$ cat config.mk
export PLATFORM = sky130hd
export DESIGN_NAME = keypad_entry_ctrl
export DESIGN_NICKNAME = d
export VERILOG_FILES = /design/src/rtl/keypad_pkg.sv /design/src/rtl/keypad_debounce.sv /design/src/rtl/keypad_entry_ctrl.sv
export SDC_FILE = /design/constraint.sdc
export NUM_CORES = 1
export LEC_CHECK = 0
export CAP_MARGIN = 10
export CORE_MARGIN = 3
export CORE_UTILIZATION = 45
export DETAILED_ROUTE_END_ITERATION = 8
export PLACE_DENSITY = 0.69
export SLEW_MARGIN = 20
export SYNTH_ARGS = -nofsm -noshare
export SYNTH_HDL_FRONTEND = slang
export SYNTH_HIERARCHICAL = 1
export SYNTH_SLANG_ARGS = --single-unit
$ cat constraint.sdc
create_clock -name clk -period 3.4 [get_ports clk]
set_clock_uncertainty 0.1 [all_clocks]
set_input_delay 0.85 -clock clk [delete_from_list [all_inputs] [get_ports clk]]
set_output_delay 0.85 -clock clk [all_outputs]
set_load 0.02 [all_outputs]
$ cat src/rtl/keypad_pkg.sv
// Shared constants, key codes, FSM state type and the one-hot decoder
// for the keypad entry controller.
package keypad_pkg;

    // Raw one-hot codes as they arrive on the keypad bus
    localparam logic [15:0] OH_DIGIT0 = 16'h0008;
    localparam logic [15:0] OH_DIGIT1 = 16'h0080;
    localparam logic [15:0] OH_DIGIT2 = 16'h0040;
    localparam logic [15:0] OH_DIGIT3 = 16'h0020;
    localparam logic [15:0] OH_DIGIT4 = 16'h0800;
    localparam logic [15:0] OH_DIGIT5 = 16'h0400;
    localparam logic [15:0] OH_DIGIT6 = 16'h0200;
    localparam logic [15:0] OH_DIGIT7 = 16'h8000;
    localparam logic [15:0] OH_DIGIT8 = 16'h4000;
    localparam logic [15:0] OH_DIGIT9 = 16'h2000;
    localparam logic [15:0] OH_ENTER  = 16'h0001;
    localparam logic [15:0] OH_BKSP   = 16'h0002;
    localparam logic [15:0] OH_CLEAR  = 16'h0004;

    // Key codes presented on key_code; 0-9 are the digits themselves
    localparam logic [3:0] KEY_ENTER = 4'hA;
    localparam logic [3:0] KEY_BKSP  = 4'hB;
    localparam logic [3:0] KEY_CLEAR = 4'hC;
    localparam logic [3:0] KEY_NONE  = 4'hF;

    // Marker for an unused position in the BCD entry buffer
    localparam logic [3:0] BLANK_NIBBLE = 4'hF;

    typedef enum logic [2:0] {
        ST_IDLE,
        ST_PRESS_DB,
        ST_ACT,
        ST_HELD,
        ST_REL_DB
    } kp_state_e;

    // Map a synchronised one-hot code to a key code; anything that is not
    // exactly one recognised key (zero, multi-hot, unused columns) is NONE.
    function automatic logic [3:0] decode_key(input logic [15:0] code);
        logic [3:0] key;
        case (code)
            OH_DIGIT0: key = 4'd0;
            OH_DIGIT1: key = 4'd1;
            OH_DIGIT2: key = 4'd2;
            OH_DIGIT3: key = 4'd3;
            OH_DIGIT4: key = 4'd4;
            OH_DIGIT5: key = 4'd5;
            OH_DIGIT6: key = 4'd6;
            OH_DIGIT7: key = 4'd7;
            OH_DIGIT8: key = 4'd8;
            OH_DIGIT9: key = 4'd9;
            OH_ENTER:  key = KEY_ENTER;
            OH_BKSP:   key = KEY_BKSP;
            OH_CLEAR:  key = KEY_CLEAR;
            default:   key = KEY_NONE;
        endcase
        return key;
    endfunction

endpackage

$ cat src/rtl/keypad_debounce.sv
// Synchronises the raw keypad bus, decodes it, and debounces press and
// release so that each physical press yields exactly one ACT cycle.
module keypad_debounce
    import keypad_pkg::*;
#(
    parameter int DEBOUNCE_CYCLES = 50000
) (
    input  logic        clk,
    input  logic        rst_n,
    input  logic [15:0] onehot_i,
    output logic        act_o,
    output logic [3:0]  act_code_o,
    output logic        key_pulse_o,
    output logic [3:0]  key_code_o
);

    localparam int CW = $clog2(DEBOUNCE_CYCLES + 1);

    logic [15:0]   s1_q, s2_q;
    kp_state_e     state_q, state_d;
    logic [3:0]    cand_q, cand_d;
    logic [CW-1:0] cnt_q, cnt_d;
    logic          key_pulse_q;
    logic [3:0]    key_code_q, key_code_d;
    logic [3:0]    key;

    assign key = decode_key(s2_q);

    // Two-flop synchroniser for the asynchronous keypad bus
    // NOTE: sequential state uses non-blocking (<=) so every flop samples the
    // pre-edge value of its neighbours; blocking here would collapse s1/s2.
    always_ff @(posedge clk or negedge rst_n) begin
        if (!rst_n) begin
            s1_q <= '0;
            s2_q <= '0;
        end else begin
            s1_q <= onehot_i;
            s2_q <= s1_q;
        end
    end

    // Press/release debounce: next state, candidate key and sample counter
    // NOTE: every signal gets a default first so no path leaves it unassigned,
    // which would otherwise infer a latch.
    always_comb begin
        state_d = state_q;
        cand_d  = cand_q;
        cnt_d   = cnt_q;
        case (state_q)
            ST_IDLE: begin
                if (key != KEY_NONE) begin
                    cand_d = key;
                    if (DEBOUNCE_CYCLES == 1) begin
                        state_d = ST_ACT;
                        cnt_d   = '0;
                    end else begin
                        state_d = ST_PRESS_DB;
                        cnt_d   = CW'(1);
                    end
                end
            end
            ST_PRESS_DB: begin
                if (key == cand_q) begin
                    if (int'(cnt_q) + 1 >= DEBOUNCE_CYCLES) begin
                        state_d = ST_ACT;
                        cnt_d   = '0;
                    end else begin
                        cnt_d = cnt_q + CW'(1);
                    end
                end else begin
                    state_d = ST_IDLE;
                    cnt_d   = '0;
                end
            end
            ST_ACT: begin
                state_d = ST_HELD;
                cnt_d   = '0;
            end
            ST_HELD: begin
                // A different key while held only starts the release count
                if (key != cand_q) begin
                    if (DEBOUNCE_CYCLES == 1) begin
                        state_d = ST_IDLE;
                        cnt_d   = '0;
                    end else begin
                        state_d = ST_REL_DB;
                        cnt_d   = CW'(1);
                    end
                end
            end
            ST_REL_DB: begin
                if (key == cand_q) begin
                    state_d = ST_HELD;
                    cnt_d   = '0;
                end else if (int'(cnt_q) + 1 >= DEBOUNCE_CYCLES) begin
                    state_d = ST_IDLE;
                    cnt_d   = '0;
                end else begin
                    cnt_d = cnt_q + CW'(1);
                end
            end
            default: begin
                state_d = ST_IDLE;
                cnt_d   = '0;
            end
        endcase
    end

    // FSM state, candidate and counter registers
    always_ff @(posedge clk or negedge rst_n) begin
        if (!rst_n) begin
            state_q <= ST_IDLE;
            cand_q  <= KEY_NONE;
            cnt_q   <= '0;
        end else begin
            state_q <= state_d;
            cand_q  <= cand_d;
            cnt_q   <= cnt_d;
        end
    end

    assign act_o      = (state_q == ST_ACT);
    assign act_code_o = cand_q;

    // Latch the accepted key code on the ACT cycle
    always_comb begin
        key_code_d = key_code_q;
        if (act_o) begin
            key_code_d = cand_q;
        end
    end

    // Registered key strobe and code, aligned with the buffer update
    always_ff @(posedge clk or negedge rst_n) begin
        if (!rst_n) begin
            key_pulse_q <= 1'b0;
            key_code_q  <= KEY_NONE;
        end else begin
            key_pulse_q <= act_o;
            key_code_q  <= key_code_d;
        end
    end

    assign key_pulse_o = key_pulse_q;
    assign key_code_o  = key_code_q;

endmodule

$ cat src/rtl/keypad_entry_ctrl.sv
// Keypad entry controller: edits a BCD entry buffer from debounced key
// actions and hands completed numbers out over a valid/ready handshake.
module keypad_entry_ctrl
    import keypad_pkg::*;
#(
    parameter int DEBOUNCE_CYCLES = 50000,
    parameter int NDIGITS         = 3
) (
    input  logic                           clk,
    input  logic                           rst_n,
    input  logic [15:0]                    onehot,
    output logic [4*NDIGITS-1:0]           buf_value,
    output logic [$clog2(NDIGITS+1)-1:0]   digit_cnt,
    output logic                           key_pulse,
    output logic [3:0]                     key_code,
    output logic [4*NDIGITS-1:0]           out_value,
    output logic                           out_valid,
    input  logic                           out_ready,
    output logic                           err_pulse
);

    localparam int W     = 4 * NDIGITS;
    localparam int CNT_W = $clog2(NDIGITS + 1);

    localparam logic [W-1:0] ALL_BLANK = {NDIGITS{BLANK_NIBBLE}};
    localparam logic [W-1:0] TOP_BLANK = W'(BLANK_NIBBLE) << (W - 4);

    logic             act;
    logic [3:0]       act_code;

    logic [W-1:0]     buf_q, buf_d;
    logic [CNT_W-1:0] cnt_q, cnt_d;
    logic [W-1:0]     oval_q, oval_d;
    logic             ov_q, ov_d;
    logic             err_q, err_d;

    keypad_debounce #(
        .DEBOUNCE_CYCLES (DEBOUNCE_CYCLES)
    ) u_debounce (
        .clk         (clk),
        .rst_n       (rst_n),
        .onehot_i    (onehot),
        .act_o       (act),
        .act_code_o  (act_code),
        .key_pulse_o (key_pulse),
        .key_code_o  (key_code)
    );

    // Buffer editing, commit on ENTER and consumer handshake
    always_comb begin
        buf_d  = buf_q;
        cnt_d  = cnt_q;
        oval_d = oval_q;
        ov_d   = ov_q;
        err_d  = 1'b0;

        // out_value is left untouched when the consumer takes it
        if (ov_q && out_ready) begin
            ov_d = 1'b0;
        end

        if (act) begin
            if (act_code <= 4'd9) begin
                if (cnt_q < CNT_W'(NDIGITS)) begin
                    buf_d = (buf_q << 4) | W'(act_code);
                    cnt_d = cnt_q + CNT_W'(1);
                end else begin
                    err_d = 1'b1;
                end
            end else begin
                case (act_code)
                    KEY_BKSP: begin
                        // Empty buffer stays all-blank; count saturates at 0
                        buf_d = (buf_q >> 4) | TOP_BLANK;
                        if (cnt_q != '0) begin
                            cnt_d = cnt_q - CNT_W'(1);
                        end
                    end
                    KEY_CLEAR: begin
                        buf_d = ALL_BLANK;
                        cnt_d = '0;
                    end
                    KEY_ENTER: begin
                        // Only a non-empty entry with a free output slot commits
                        if ((cnt_q != '0) && !ov_q) begin
                            oval_d = buf_q;
                            ov_d   = 1'b1;
                            buf_d  = ALL_BLANK;
                            cnt_d  = '0;
                        end else begin
                            err_d = 1'b1;
                        end
                    end
                    default: begin
                        err_d = 1'b1;
                    end
                endcase
            end
        end
    end

    // Entry buffer, committed value and strobe registers
    always_ff @(posedge clk or negedge rst_n) begin
        if (!rst_n) begin
            buf_q  <= ALL_BLANK;
            cnt_q  <= '0;
            oval_q <= ALL_BLANK;
            ov_q   <= 1'b0;
            err_q  <= 1'b0;
        end else begin
            buf_q  <= buf_d;
            cnt_q  <= cnt_d;
            oval_q <= oval_d;
            ov_q   <= ov_d;
            err_q  <= err_d;
        end
    end

    assign buf_value = buf_q;
    assign digit_cnt = cnt_q;
    assign out_value = oval_q;
    assign out_valid = ov_q;
    assign err_pulse = err_q;

endmodule

Word-level counts from Yosys, hierarchy flattened
Cells that the tools add are included.
- input bits: 19
- logic and storage cells: 97
- output and inout bits: 33
- register bits after elaboration: 88
- bitwise operators: 2
- mux-type cells: 33
- reductions and logical operators: 13
- $add $sub $neg: 4
- equal/unequal tests: 30
- $lt $le $gt $ge: 3
- operator list (kind ; count):
    16-bit two-way mux ; 5
    16-bit one-hot mux with 4 select lines ; 1
    4-bit one-hot mux with 13 select lines ; 1
    12-bit two-way mux ; 3
    12-bit one-hot mux with 3 select lines ; 1
    32-bit by 17-bit >= comparator with 1-bit output, second input constant ; 1
    3-bit two-way mux ; 6
    16-bit by 1-bit adder with 17-bit output, second input constant ; 1
    16-bit by 1-bit adder with 16-bit output, second input constant ; 1
    16-bit by 1-bit equality test with 1-bit output, second input constant ; 1
    16-bit by 10-bit equality test with 1-bit output, second input constant ; 1
    16-bit by 11-bit equality test with 1-bit output, second input constant ; 1
    16-bit by 12-bit equality test with 1-bit output, second input constant ; 1
    16-bit by 14-bit equality test with 1-bit output, second input constant ; 1
    16-bit by 15-bit equality test with 1-bit output, second input constant ; 1
    16-bit equality test, second input constant ; 1
    16-bit by 2-bit equality test with 1-bit output, second input constant ; 1
    16-bit by 3-bit equality test with 1-bit output, second input constant ; 1
    16-bit by 4-bit equality test with 1-bit output, second input constant ; 1
    16-bit by 6-bit equality test with 1-bit output, second input constant ; 1
    16-bit by 7-bit equality test with 1-bit output, second input constant ; 1
    16-bit by 8-bit equality test with 1-bit output, second input constant ; 1
    3-bit one-hot mux with 5 select lines ; 1
    4-bit equality test, second input constant ; 3
    other kinds (28) ; 48

Depth between registers and ports, before layout
Gate-level depths: netlist (run 1).
- depth in word-level cells: 6
- mapped depth: 13
- gate-level depth less buffers: 11

Cells and area by module
The synthesis (run 1) kept the hierarchy.
- by module, submodules not included (module ; instances ; area an instance (µm²) ; sequential area each (µm²) ; cells each):
    keypad_debounce ; 1 ; 2955.3 ; 1511.4 ; 280
    keypad_entry_ctrl ; 1 ; 1370.1 ; 730.7 ; 110

Worst setup path before layout (run 1)
No wires, ideal clock.
- kind: register to register
- start: register u_debounce.s2_q[0]
- end: register u_debounce.cnt_q[0]
- clock period less this slack: 3.422 ns
- setup slack: -0.022 ns
- data arrival time: 3.249 ns
- stages on the path, launching flop included: 13
- setup time: 0.073 ns
- path buffers: 2
- data required time: 3.227 ns
- cell sequence: dfrtp_1 -> buf_6 -> or4_4 -> or4b_4 -> or4_4 -> o211ai_2 -> or4b_1 -> o21ai_2 -> and2_4 -> buf_6 -> or4_4 -> o22ai_2 -> a2bb2oi_2
- cells in the longest elaborated chain, start to end: 5
- elaborated cells between the ends (all ways): 23
- those cells by class: eq/ne (18); mux (4); reduce/logical (1)
- RTL lines (element ; RTL line ; source):
    start, declared ; keypad_debounce.sv:19 ; logic [15:0] s1_q, s2_q;
    start signal, assigned ; keypad_debounce.sv:38 ; s2_q <= s1_q;
    16-bit by 3-bit equality test with 1-bit output (tied with other cells) ; keypad_pkg.sv:41 ; case (code)
    4-bit one-hot mux with 13 select lines (*) ; keypad_pkg.sv:41 ;
    4-bit equality test (tied with other cells) ; keypad_debounce.sv:63, keypad_debounce.sv:92 ;
    16-bit two-way mux (tied with other cells) ; keypad_debounce.sv:92 ; if (key == cand_q) begin
    16-bit one-hot mux with 4 select lines or 2-bit AND reduction (tied branches) ; - ;
    end signal, assigned ; keypad_debounce.sv:118 ; cnt_q <= cnt_d;
    end, declared ; keypad_debounce.sv:22 ; logic [CW-1:0] cnt_q, cnt_d;
Mark *: on every way between the ends. The rest lies on a longest branch, timed or not.
A chain may end at the register's enable or synchronous reset.

Final worst setup path (run 1)
- start: register u_debounce.s2_q[2]
- end: register u_debounce.cnt_q[2]
Same word-level chain as after synthesis.

==> summary.md, run 1 <==
| Metric | Value |
|---|---|
| Post-synth ARST share | `100.0%` |
| Post-synthesis simple-gate area fraction | `15.27%` |
| Die W | `104.0 µm` |
| Fin util | `57.67%` |
| Peak supply drop | `0.1982 mV` |
| Startpoint Class | `flip-flop` |
| Overall Power | `0.001906 W` |
| Clk pin slew, worst setup/hold paths | `100 ps` |
| Place WS | `37.46 ps` |
| Largest family of logic cells by synthesized area | `compound AO/OA/AOI/OAI gates` |
| Ys Warns | `6` |
| Initial Util | `46.59%` |
| Reg2Reg Launch Point | `u_debounce/s2_q[2]$_DFF_PN0_` |
| First-pass GRT wire length | `14,370 µm` |
| Vias | `3,204` |
| Die Y | `104.0 µm` |
| Post-synthesis mux area share | `7.318%` |
| ANT cells | `0` |
| Worst slew pin tran | `910.0 ps` |
| Area share of xor/xnor cells in the synthesized design | `2.025%` |
| Critical path's largest stage delay | `560 ps` |
| Critical Path Start | `u_debounce/s2_q[2]$_DFF_PN0_` |
| Mean post-synth cell area | `11.09 µm²` |
| I/O pins | `52` |
| Hold Startpoint | `u_debounce/s1_q[6]$_DFF_PN0_` |
| Post-synth EDFFs | `0` |
| Final HPWL DP | `5776 µm` |
| CTS Buf Count | `9` |
| Largest net degree at the start of global routing | `77` |
| Vias in the first global route | `3,098` |
| Worst setup EP type | `flip-flop` |
| Total core area | `9284 µm²` |
| Final WS setup | `36.16 ps` |
| Synthesis-to-layout area growth | `23.78%` |
| Final GP Congestion | `0.8497` |
| CTS H-Tree Depth | `3` |
| Final Hold Fails | `0` |
| CTS tree | `yes` |
| Grt ovf | `0` |
| Layout cell share with drive strength beyond 1 | `29.65%` |
| 1st-pass router iterations | `4` |
| Syn_nets | `413` |
| Via density | `5.515` |
| CP max stage cell | `or4b_1` |
| Initial antenna violation count | `0` |
| Main synth FF type | `dfrtp_1` |
| Worst path arrival time | `3520 ps` |
| Seq cells post-synth | `88` |
| Run status | `finished, final reports clean` |
| Cell Area, Placed | `4937 µm²` |
| Worst-path maximum fanout | `7` |
| FMAX | `297.3 MHz` |
| Pins Over Slew Limit | `0` |
| CTS sink count | `88` |
| Rel. slew slack | `39.34%` |
| Sequential area share after synthesis | `51.84%` |
| Cts hold-fix bufs | `0` |
| Critical Path RT | `3550 ps` |
| Crit Path Category | `flip-flop to flip-flop` |
| Clk buf depth | `2` |
| Fin area | `5354 µm²` |
| Fin crit period | `3364 ps` |
| Finish-stage setup viols | `0` |
| Fin nets | `470` |
| Post-Syn Area | `4325 µm²` |
| Post-Route WL | `8746 µm` |
| Aggregate global-route resource usage | `15.97%` |
| Crit path cell chain | `or4_4 -> or4b_4 -> a21oi_4 -> nor4_4 -> or4b_1 -> o21ai_2 -> a211oi_2 -> a21oi_4 -> clkbuf_16 -> nor2b_1 -> o22a_1` |
| Skew-Pair Late Insertion Delay | `360 ps` |
| Most used cell, CP | `a21oi_4` |
| Iteration-0 DRC Markers | `119` |
| Fraction of the cycle the final worst path needs | `98.94%` |
| Leak | `2.031 nW` |
| Post-Synth Adder-Cell Area | `1.388%` |
| Row cnt | `35` |
| Max_cap viols | `0` |
| Port bufs | `51` |
| Root Driver | `clkbuf_8` |
| Die ar. | `10,820 µm²` |
| Post-synthesis cell type count | `66` |
| Power Density | `355.9 nW/µm²` |
| Residual DRC count | `0` |
| RSZ-0062 raised after global routing | `true` |
| Worst hold path type | `flip-flop to flip-flop` |
| Compound-Gate Fraction of Synth Area | `17.12%` |
| Mapped Cells | `390` |
| WL/cell | `15.05 µm` |
| Antenna Violating Nets Remaining | `0` |
synth_stat cells (2+ instances only):
library cell	n	area share (%)
o21a_1	4	0.69
o22ai_1	7	1.0
buf_2	2	0.23
nand2b_1	4	0.58
mux2i_1	8	1.9
o21ai_0	14	1.6
mux2_2	21	5.5
a2111oi_0	2	0.41
nor4_1	3	0.43
a21o_1	2	0.35
inv_1	16	1.4
a31oi_1	2	0.29
nand3b_1	2	0.35
o31ai_1	14	2.4
or3_1	8	1.2
nand3_1	14	1.6
clkbuf_1	6	0.52
buf_4	4	0.69
a2bb2oi_1	10	2.0
nor3b_1	2	0.35
nor3_1	12	1.4
a21boi_0	2	0.35
nand4_1	6	0.87
dfstp_2	32	19
xnor2_1	4	0.81
a21o_2	4	0.81
ha_1	4	1.2
or2_2	2	0.29
xor2_1	6	1.2
or3b_2	2	0.41
o22a_1	3	0.61
clkbuf_8	2	0.64
or4_4	3	0.78
nand2_1	29	2.5
a211oi_1	3	0.52
a21oi_1	13	1.5
o22a_2	4	0.93
nor2b_1	4	0.58
nor2_1	23	2.0
dfrtp_1	56	32
buf_6	6	1.6
stage by stage:
stage          TNS, ps  std cells  hold WS [ps]
5_1_grt         -897.8        581         264.7
3_5_place_dp         0        560         234.7
4_1_cts              0        576         258.3
3_3_place_gp         0        560         232.2
2_1_floorplan        0        390         231.2
6_report             0        581         255.1
what timing repair did:
item | 4_1_cts | 5_1_grt
endpoints found under the hold margin | 0 | 0
endpoints found under the setup margin | 0 | 17
resized for setup | 0 | 29
setup buffers | 0 | 3
registers in the layout, summed over array words and instances (netlist names):
name / cells
u_debounce/cnt_q: 16
u_debounce/key_code_o: 4
u_debounce/s2_q: 16
digit_cnt: 2
out_value: 12
u_debounce/state_q: 3
u_debounce/key_pulse_o: 1
buf_value: 12
err_pulse: 1
u_debounce/act_code_o: 4
u_debounce/s1_q: 16
out_valid: 1
cell families (layout without fill, tap and decap cells):
group | Yosys count | in the layout
AND/OR/NAND/NOR | 123 | 123
AO/OA/AOI/OAI | 99 | 99
flip-flops | 88 | 88
buffers and inverters | 36 | 98
multiplexers | 29 | 29
XOR/XNOR | 10 | 10
adder cells (fa/ha/maj) | 5 | 5
power by group:
| part | leakage (nW) | total (W) | switching, W | internal [W] |
|---|---|---|---|---|
| clock network | 0.0981 | 0.000704 | 0.000415 | 0.000289 |
| logic | 0.896 | 0.000111 | 0.0000558 | 0.0000552 |
| registers | 1.04 | 0.00109 | 0.0000185 | 0.00107 |
per-layer routing:
layer | track usage, % | wire length, µm | share of wire, %
met1 | 20.18 | 3975 | 45
met2 | 26.79 | 4275 | 49
met3 | 3.228 | 415 | 4.7
met4 | 6.648 | 80 | 0.91
met5 | 0 | 0 | 0
layout by cell type (no fill, tap or decap), types with 6 or more instances in the layout:
| cell type | instances |
|---|---|
| or3_1 | 8 |
| o22ai_1 | 6 |
| nand3_1 | 14 |
| clkdlybuf4s50_1 | 50 |
| nand4_1 | 6 |
| nor3_1 | 11 |
| a2bb2oi_2 | 11 |
| mux2_2 | 21 |
| buf_4 | 12 |
| nor2_1 | 22 |
| dfrtp_1 | 55 |
| clkbuf_8 | 9 |
| a21oi_1 | 9 |
| mux2i_1 | 8 |
| o21ai_0 | 13 |
| inv_1 | 16 |
| dfstp_2 | 32 |
| nand2_1 | 29 |
| xor2_1 | 6 |
| o31ai_1 | 14 |
area by class of cell:
cell class,count,area [µm²]
Fill cell,803,3930
Clock buffer,9,123.9
Tap cell,129,161.4
Multi-Input combinational cell,266,2009
Sequential cell,88,2243
Inverter,16,60.06
Timing Repair Buffer,66,680.7
Clock inverter,7,75.07
worst max-delay path: cells and delay by family (launching register included):
kind,cells,cell delay [ps]
AO/OA/AOI/OAI,5,810
buffers and inverters,1,220
AND/OR/NAND/NOR,5,1750
flip-flops,1,380
final timing paths:
check	endpoint	slack (ps)	depth (start not counted)
hold / removal	u_debounce/s2_q[6]$_DFF_PN0_	260	0
setup / recovery	u_debounce/cnt_q[2]$_DFFE_PN0P_	40	11
min in group asynchronous	u_debounce/key_pulse_o$_DFF_PN0_	490	1
max in group asynchronous	buf_value[0]$_DFFE_PN1P_	1900	2
setup reg to reg	u_debounce/cnt_q[2]$_DFFE_PN0P_	40	11
hold reg to reg	u_debounce/s2_q[6]$_DFF_PN0_	260	0
No activity file was read; power rests on OpenSTA's default activity.
==> run 2, diff against run 1 <==
Settings changed: SLEW_MARGIN 20 to 0.
==> results of run 2 <==
No change in the layout: final DEF, timing and power equal those of run 1.
